==> src/rtl/viterbi_ber_ctrl.sv <==
`timescale 1ns/1ps
// viterbi_ber_ctrl
// Test sequencer for the encoder / channel / Viterbi loop. Drives a PRBS-7
// payload followed by a zero tail into the encoder and schedules periodic
// burst bit flips for the channel. It also checks decoded bits against a
// latency-matched copy of the source and counts flipped code bits and
// residual payload errors.
//
// Ports
//   clk, rst           clock, asynchronous active-low reset
//   start_i            start a run (ignored unless idle)
//   err_period_i       encoder cycles between burst starts, 0 = no injection
//   err_burst_i        burst length in encoder cycles, 0 behaves as 1
//   err_mask_i         code-bit flip mask used during burst cycles
//   dec_data_i         decoded bit, DEC_LAT cycles after its encoder bit
//   enc_en_o           encoder enable
//   enc_data_o         encoder input bit
//   err_inj_o          channel flip mask, aligned with enc_en_o
//   busy_o             run in progress
//   done_o             one-cycle pulse at run end
//   inj_ct_o           saturating count of flipped code bits
//   bit_err_ct_o       saturating count of payload bit errors
//
// state   | meaning
// S_IDLE  | waiting for start_i
// S_RUN   | FRAME_LEN PRBS payload bits into the encoder
// S_FLUSH | TAIL zero bits to flush the encoder
// S_DRAIN | DEC_LAT idle cycles so the last bits reach the comparator
// S_DONE  | one-cycle done_o pulse

module viterbi_ber_ctrl #(
    parameter int FRAME_LEN = 256,
    parameter int TAIL      = 8,
    parameter int DEC_LAT   = 16,
    parameter int CW        = 16
) (
    input  logic          clk,
    input  logic          rst,
    input  logic          start_i,
    input  logic [7:0]    err_period_i,
    input  logic [2:0]    err_burst_i,
    input  logic [1:0]    err_mask_i,
    input  logic          dec_data_i,
    output logic          enc_en_o,
    output logic          enc_data_o,
    output logic [1:0]    err_inj_o,
    output logic          busy_o,
    output logic          done_o,
    output logic [CW-1:0] inj_ct_o,
    output logic [CW-1:0] bit_err_ct_o
);

    typedef enum logic [2:0] {
        S_IDLE,
        S_RUN,
        S_FLUSH,
        S_DRAIN,
        S_DONE
    } state_t;

    localparam int MAX_A   = (FRAME_LEN > TAIL) ? FRAME_LEN : TAIL;
    localparam int MAX_LEN = (MAX_A > DEC_LAT) ? MAX_A : DEC_LAT;
    localparam int CNT_W   = $clog2(MAX_LEN + 1);
    localparam logic [6:0] LFSR_SEED = 7'h7F;

    state_t             r_state;
    logic [CNT_W-1:0]   r_cnt;
    logic [6:0]         r_lfsr;
    logic               r_tag;
    logic [7:0]         r_period;
    logic [2:0]         r_burst;
    logic [1:0]         r_mask;
    logic [7:0]         r_pcnt;
    logic [2:0]         r_rem;
    logic [DEC_LAT-1:0] r_ref_bit;
    logic [DEC_LAT-1:0] r_ref_tag;

    logic       w_start;
    logic       w_en_next;
    logic [7:0] w_period;
    logic [2:0] w_burst;
    logic [1:0] w_mask;
    logic [7:0] w_pcnt;
    logic [2:0] w_rem;
    logic [2:0] w_burst_eff;
    logic       w_trig;
    logic       w_inj_act;
    logic [1:0] w_inj_next;
    logic [CW:0] w_inj_sum;
    logic       w_bit_err;

    // Scheduler decisions are made one cycle ahead so err_inj_o is registered
    // alongside the enc_en_o/enc_data_o it belongs to. On the start edge the
    // freshly presented settings and a cleared period counter are used.
    assign w_start     = (r_state == S_IDLE) && start_i;
    assign w_en_next   = w_start || (r_state == S_RUN) ||
                         ((r_state == S_FLUSH) && (r_cnt != '0));
    assign w_period    = w_start ? err_period_i : r_period;
    assign w_burst     = w_start ? err_burst_i  : r_burst;
    assign w_mask      = w_start ? err_mask_i   : r_mask;
    assign w_pcnt      = w_start ? 8'd0 : r_pcnt;
    assign w_rem       = w_start ? 3'd0 : r_rem;
    assign w_burst_eff = (w_burst == 3'd0) ? 3'd1 : w_burst;
    assign w_trig      = (w_pcnt == (w_period - 8'd1));
    assign w_inj_act   = w_en_next && (w_period != 8'd0);
    assign w_inj_next  = (w_inj_act && (w_trig || (w_rem != 3'd0))) ? w_mask : 2'b00;

    assign w_inj_sum = {1'b0, inj_ct_o} +
                       (CW+1)'({1'b0, err_inj_o[1]} + {1'b0, err_inj_o[0]});
    assign w_bit_err = r_ref_tag[DEC_LAT-1] && (dec_data_i ^ r_ref_bit[DEC_LAT-1]);

    always_ff @(posedge clk or negedge rst) begin
        if (!rst) begin
            r_state    <= S_IDLE;
            r_cnt      <= '0;
            r_lfsr     <= LFSR_SEED;
            r_tag      <= 1'b0;
            r_period   <= 8'd0;
            r_burst    <= 3'd0;
            r_mask     <= 2'b00;
            enc_en_o   <= 1'b0;
            enc_data_o <= 1'b0;
            busy_o     <= 1'b0;
            done_o     <= 1'b0;
        end else begin
            enc_en_o <= w_en_next;
            case (r_state)
                S_IDLE: begin
                    if (start_i) begin
                        r_state    <= S_RUN;
                        r_cnt      <= CNT_W'(FRAME_LEN - 1);
                        r_period   <= err_period_i;
                        r_burst    <= err_burst_i;
                        r_mask     <= err_mask_i;
                        enc_data_o <= LFSR_SEED[6];
                        r_lfsr     <= {LFSR_SEED[5:0], LFSR_SEED[6] ^ LFSR_SEED[5]};
                        r_tag      <= 1'b1;
                        busy_o     <= 1'b1;
                    end
                end
                S_RUN: begin
                    if (r_cnt == '0) begin
                        r_state    <= S_FLUSH;
                        r_cnt      <= CNT_W'(TAIL - 1);
                        enc_data_o <= 1'b0;
                        r_tag      <= 1'b0;
                    end else begin
                        r_cnt      <= r_cnt - CNT_W'(1);
                        enc_data_o <= r_lfsr[6];
                        r_lfsr     <= {r_lfsr[5:0], r_lfsr[6] ^ r_lfsr[5]};
                    end
                end
                S_FLUSH: begin
                    if (r_cnt == '0) begin
                        r_state <= S_DRAIN;
                        r_cnt   <= CNT_W'(DEC_LAT - 1);
                    end else begin
                        r_cnt <= r_cnt - CNT_W'(1);
                    end
                end
                S_DRAIN: begin
                    if (r_cnt == '0) begin
                        r_state <= S_DONE;
                        busy_o  <= 1'b0;
                        done_o  <= 1'b1;
                    end else begin
                        r_cnt <= r_cnt - CNT_W'(1);
                    end
                end
                S_DONE: begin
                    done_o  <= 1'b0;
                    r_state <= S_IDLE;
                end
                default: begin
                    r_state <= S_IDLE;
                end
            endcase
        end
    end

    // Burst scheduler. A trigger restarts the burst rather than extending it;
    // leaving the enable window (DRAIN/IDLE) drops any unfinished burst.
    always_ff @(posedge clk or negedge rst) begin
        if (!rst) begin
            r_pcnt    <= 8'd0;
            r_rem     <= 3'd0;
            err_inj_o <= 2'b00;
        end else begin
            err_inj_o <= w_inj_next;
            if (w_inj_act) begin
                r_pcnt <= w_trig ? 8'd0 : (w_pcnt + 8'd1);
                if (w_trig) begin
                    r_rem <= w_burst_eff - 3'd1;
                end else if (w_rem != 3'd0) begin
                    r_rem <= w_rem - 3'd1;
                end else begin
                    r_rem <= 3'd0;
                end
            end else if (w_start || !w_en_next) begin
                r_pcnt <= 8'd0;
                r_rem  <= 3'd0;
            end
        end
    end

    // Reference delay line: the entry leaving it lines up with dec_data_i.
    always_ff @(posedge clk or negedge rst) begin
        if (!rst) begin
            r_ref_bit <= '0;
            r_ref_tag <= '0;
        end else begin
            r_ref_bit[0] <= enc_data_o;
            r_ref_tag[0] <= r_tag;
            for (int i = 1; i < DEC_LAT; i++) begin
                r_ref_bit[i] <= r_ref_bit[i-1];
                r_ref_tag[i] <= r_ref_tag[i-1];
            end
        end
    end

    always_ff @(posedge clk or negedge rst) begin
        if (!rst) begin
            inj_ct_o     <= '0;
            bit_err_ct_o <= '0;
        end else if (w_start) begin
            inj_ct_o     <= '0;
            bit_err_ct_o <= '0;
        end else begin
            inj_ct_o <= w_inj_sum[CW] ? {CW{1'b1}} : w_inj_sum[CW-1:0];
            if (w_bit_err && !(&bit_err_ct_o)) begin
                bit_err_ct_o <= bit_err_ct_o + CW'(1);
            end
        end
    end

endmodule

==> config.mk <==
export PLATFORM = sky130hd
export DESIGN_NAME = viterbi_ber_ctrl
export DESIGN_NICKNAME = d
export VERILOG_FILES = /design/src/rtl/viterbi_ber_ctrl.sv
export SDC_FILE = /design/constraint.sdc
export NUM_CORES = 1
export LEC_CHECK = 0
export CAP_MARGIN = 20
export CORE_MARGIN = 2
export CORE_UTILIZATION = 25
export CTS_CLUSTER_SIZE = 20
export DETAILED_ROUTE_END_ITERATION = 10
export SLEW_MARGIN = 0
export SYNTH_ARGS = -nofsm -noshare
export SYNTH_HDL_FRONTEND = slang
export SYNTH_SLANG_ARGS = --single-unit
export TNS_END_PERCENT = 5
==> constraint.sdc <==
create_clock -name clk -period 3.91 [get_ports clk]
set_clock_uncertainty 0.2 [all_clocks]
set_input_delay 0.782 -clock clk [delete_from_list [all_inputs] [get_ports clk]]
set_output_delay 0.782 -clock clk [all_outputs]
set_load 0.02 [all_outputs]
==> impl_metrics.csv <==
group,metric,value,unit
final_layout,antennaDiodeCount,0,
synth,async_flop_share,1.00,
synth,synth_top_area_frac,0.502,
detailed_routing,firstDrtPassIters,4,
cts,tritoncts,"yes",
sta,fin_setup_tns,0,ps
synth,synth_area_leaders,"dfrtp_1 50%, nand2_1 5.7%, xor2_1 3.9%",
run_status,outcome,"finished, final reports clean",
die,die_w,150,um
detailed_routing,viasPerCell,4.58,
cts,cts_setup_buffers,0,
synth,synth_edf_count,0,
die,die_h,150,um
synth,yosysWarningCount,0,
die,rows,53,
die,die_area,22500,um^2
detailed_routing,avgRoutedWirePerCell,13.4,um
sta,hold_violations,0,
global_route,grt-ovfl-total,0,
final_layout,area_growth,28.8,%
synth,yosys.area.top_type,"dfrtp_1",
placement,placed_cells,859,
synth,synth_nets,559,
cts,cts_resized,0,
global_route,grt_usage,0.111,
synth,synth_ff_type,"dfrtp_1",
synth,syn_area,5330,um^2
cts,numCtsBuffers,17,
final_layout,mostFrequentLayoutCell,"dfrtp_1",
synth,yosysUniqueCellTypes,58,
global_route,antenna_found_initial,0,
sta,tightest_slew,884,ps
final_layout,layout-drive-gt1-share,0.104,
cts,clock-root-buffer,"clkbuf_16",
cts,clk_pin_slew_worst_paths,60,ps
placement,gp_congestion,0.793,
sta,setup_viol,0,
placement,hpwl,8370,um
synth,syn_inst,532,
placement,io_buffers,54,
detailed_routing,drc_errors,0,
placement,place_ws,10.1,ps
cts,cts_hold_buf,0,
synth,seq_area_frac_synth,0.537,
critical_path,worstPathArrival,3610,ps
global_route,grt_pass1_vias,3872,
detailed_routing,vias,4084,
pwr,power_density,758,nW/um^2
cts,cts.sink_count,114,
critical_path,crit_fanout,6,
synth,synth_seq_cells,114,
final_layout,fin_util,0.328,
detailed_routing,finalWirelength,12000,um
critical_path,worstSetupPathType,"input port to flip-flop",
synth,avgSynthCellArea,10.0,um^2
detailed_routing,postRouteAntennaNets,0,
sta,timing.fmax,0.286,GHz
cts,clockBufferDepth,2,
job,maxCapViolations,0,
die,num_io_pins,55,
critical_path,end_kind,"flip-flop",
sta,min_period_over_period,0.894,
critical_path,critPathLaunchType,"input port",
worst_hold_path,hold_class,"input port to async pin",
pwr,leakage,2.95,nW
die,coreArea,21000,um^2
final_layout,final_nets,630,
die,start_util,0.254,
sta,slew_headroom,0.406,
final_layout,fin_cells,891,
pwr,vdd_drop_max,0.343,mV
detailed_routing,drt_iter0_drc,125,
critical_path,required,4020,ps
cts,clk_latency,410,ps
final_layout,layout_common_cells,"107 x dfrtp_1, 81 x nand2_1, 53 x clkdlybuf4s50_1, 41 x nor2_1, 34 x a21oi_1",
sta,maxSlewViolCount,0,
cts,htree_num_levels,4,
pwr,total_power,5.20,mW
global_route,grt_pass1_wl,19700,um
sta,period_needed,3500,ps
sta,rsz0062_at_grt,"no",
sta,worst_slack,413,ps
global_route,grt_max_degree,59,
[area by class of cell]
class	count	area (um^2)
timing repair buffer	70	671
multi-input combinational	380	2320
fill	2156	14100
tap	275	344
clock buffer	20	457
inverter	20	75.1
clock inverter	12	133
sequential	114	2860
[report_power, final]
| group | leakage, nW | internal, mW | switching [mW] |
|---|---|---|---|
| registers | 1.37 | 1.65 | 0.347 |
| logic | 1.29 | 0.768 | 0.904 |
| clock network | 0.282 | 0.972 | 0.559 |
[cells in the mapped netlist, types with 5 or more instances]
| cell | n |
|---|---|
| o21ai_0 | 16 |
| and4_1 | 6 |
| or3_1 | 8 |
| a31oi_1 | 5 |
| xor2_1 | 24 |
| xnor2_1 | 12 |
| nor2_1 | 41 |
| and2_1 | 8 |
| mux2i_1 | 13 |
| dfrtp_1 | 107 |
| nor2b_1 | 6 |
| nand2_1 | 81 |
| ha_1 | 9 |
| dfstp_2 | 7 |
| nand4_1 | 14 |
| a21oi_1 | 34 |
| o22a_1 | 6 |
| inv_1 | 20 |
| nor3_1 | 14 |
| nand3_1 | 15 |
| clkbuf_1 | 9 |
| and3_1 | 6 |
[layer usage]
| layer | GRT usage | up-vias | routed length (um) |
|---|---|---|---|
| li1 | - | 2012 | - |
| met1 | 0.150 | 1998 | 5700 |
| met2 | 0.170 | 64 | 5680 |
| met3 | 0.0323 | 10 | 459 |
| met4 | 0.0373 | 0 | 136 |
| met5 | 0 | - | 0 |
[metrics by stage]
| stage | instance area [um^2] | hold slack (ps) |
|---|---|---|
| 2_1_floorplan | 5330 | 131 |
| 3_3_place_gp | 6280 | 133 |
| 3_5_place_dp | 6280 | 135 |
| 4_1_cts | 6870 | 147 |
| 5_1_grt | 6870 | 150 |
| 6_report | 6870 | 136 |
[final timing paths]
kind                              start  slack [ps]          endpoint  cells after the start
setup / recovery                start_i         410          r_rem[1]                     11
hold / removal                      rst         140  bit_err_ct_o[13]                      1
setup reg to reg             r_state[0]         670          r_rem[1]                     10
hold reg to reg            r_ref_bit[7]         140      r_ref_bit[8]                      0
max in group asynchronous           rst        2620         r_lfsr[4]                      2
min in group clk           r_ref_bit[7]         140      r_ref_bit[8]                      0
[critical path: stages]
cell	delay [ps]
clkdlybuf4s50_1	500
or4b_1	530
nand2_1	100
and2_1	150
ha_1	170
nor3b_1	260
xor2_1	90
or3_1	320
and3_1	250
or2_1	250
o311ai_2	210
[kinds of logic after synthesis]
| family | share of synthesized area |
|---|---|
| AOI/OAI and AO/OA | 0.115 |
| adders and majority gates | 0.0249 |
| muxes | 0.0244 |
| xor gates and xnor gates | 0.0592 |
| buffers and inverters | 0.0284 |
| DFF | 0.537 |
| and+or+nand+nor | 0.212 |
[state kept, by name, summed over array words and instances (netlist names), 3 cells and up]
| signal | cells |
|---|---|
| r_state | 3 |
| r_rem | 3 |
| r_cnt | 9 |
| r_ref_tag | 16 |
| bit_err_ct_o | 16 |
| r_burst | 3 |
| r_lfsr | 7 |
| r_ref_bit | 16 |
| r_pcnt | 8 |
| r_period | 8 |
| inj_ct_o | 16 |
Note: power is estimated with default switching activity, not from simulation.
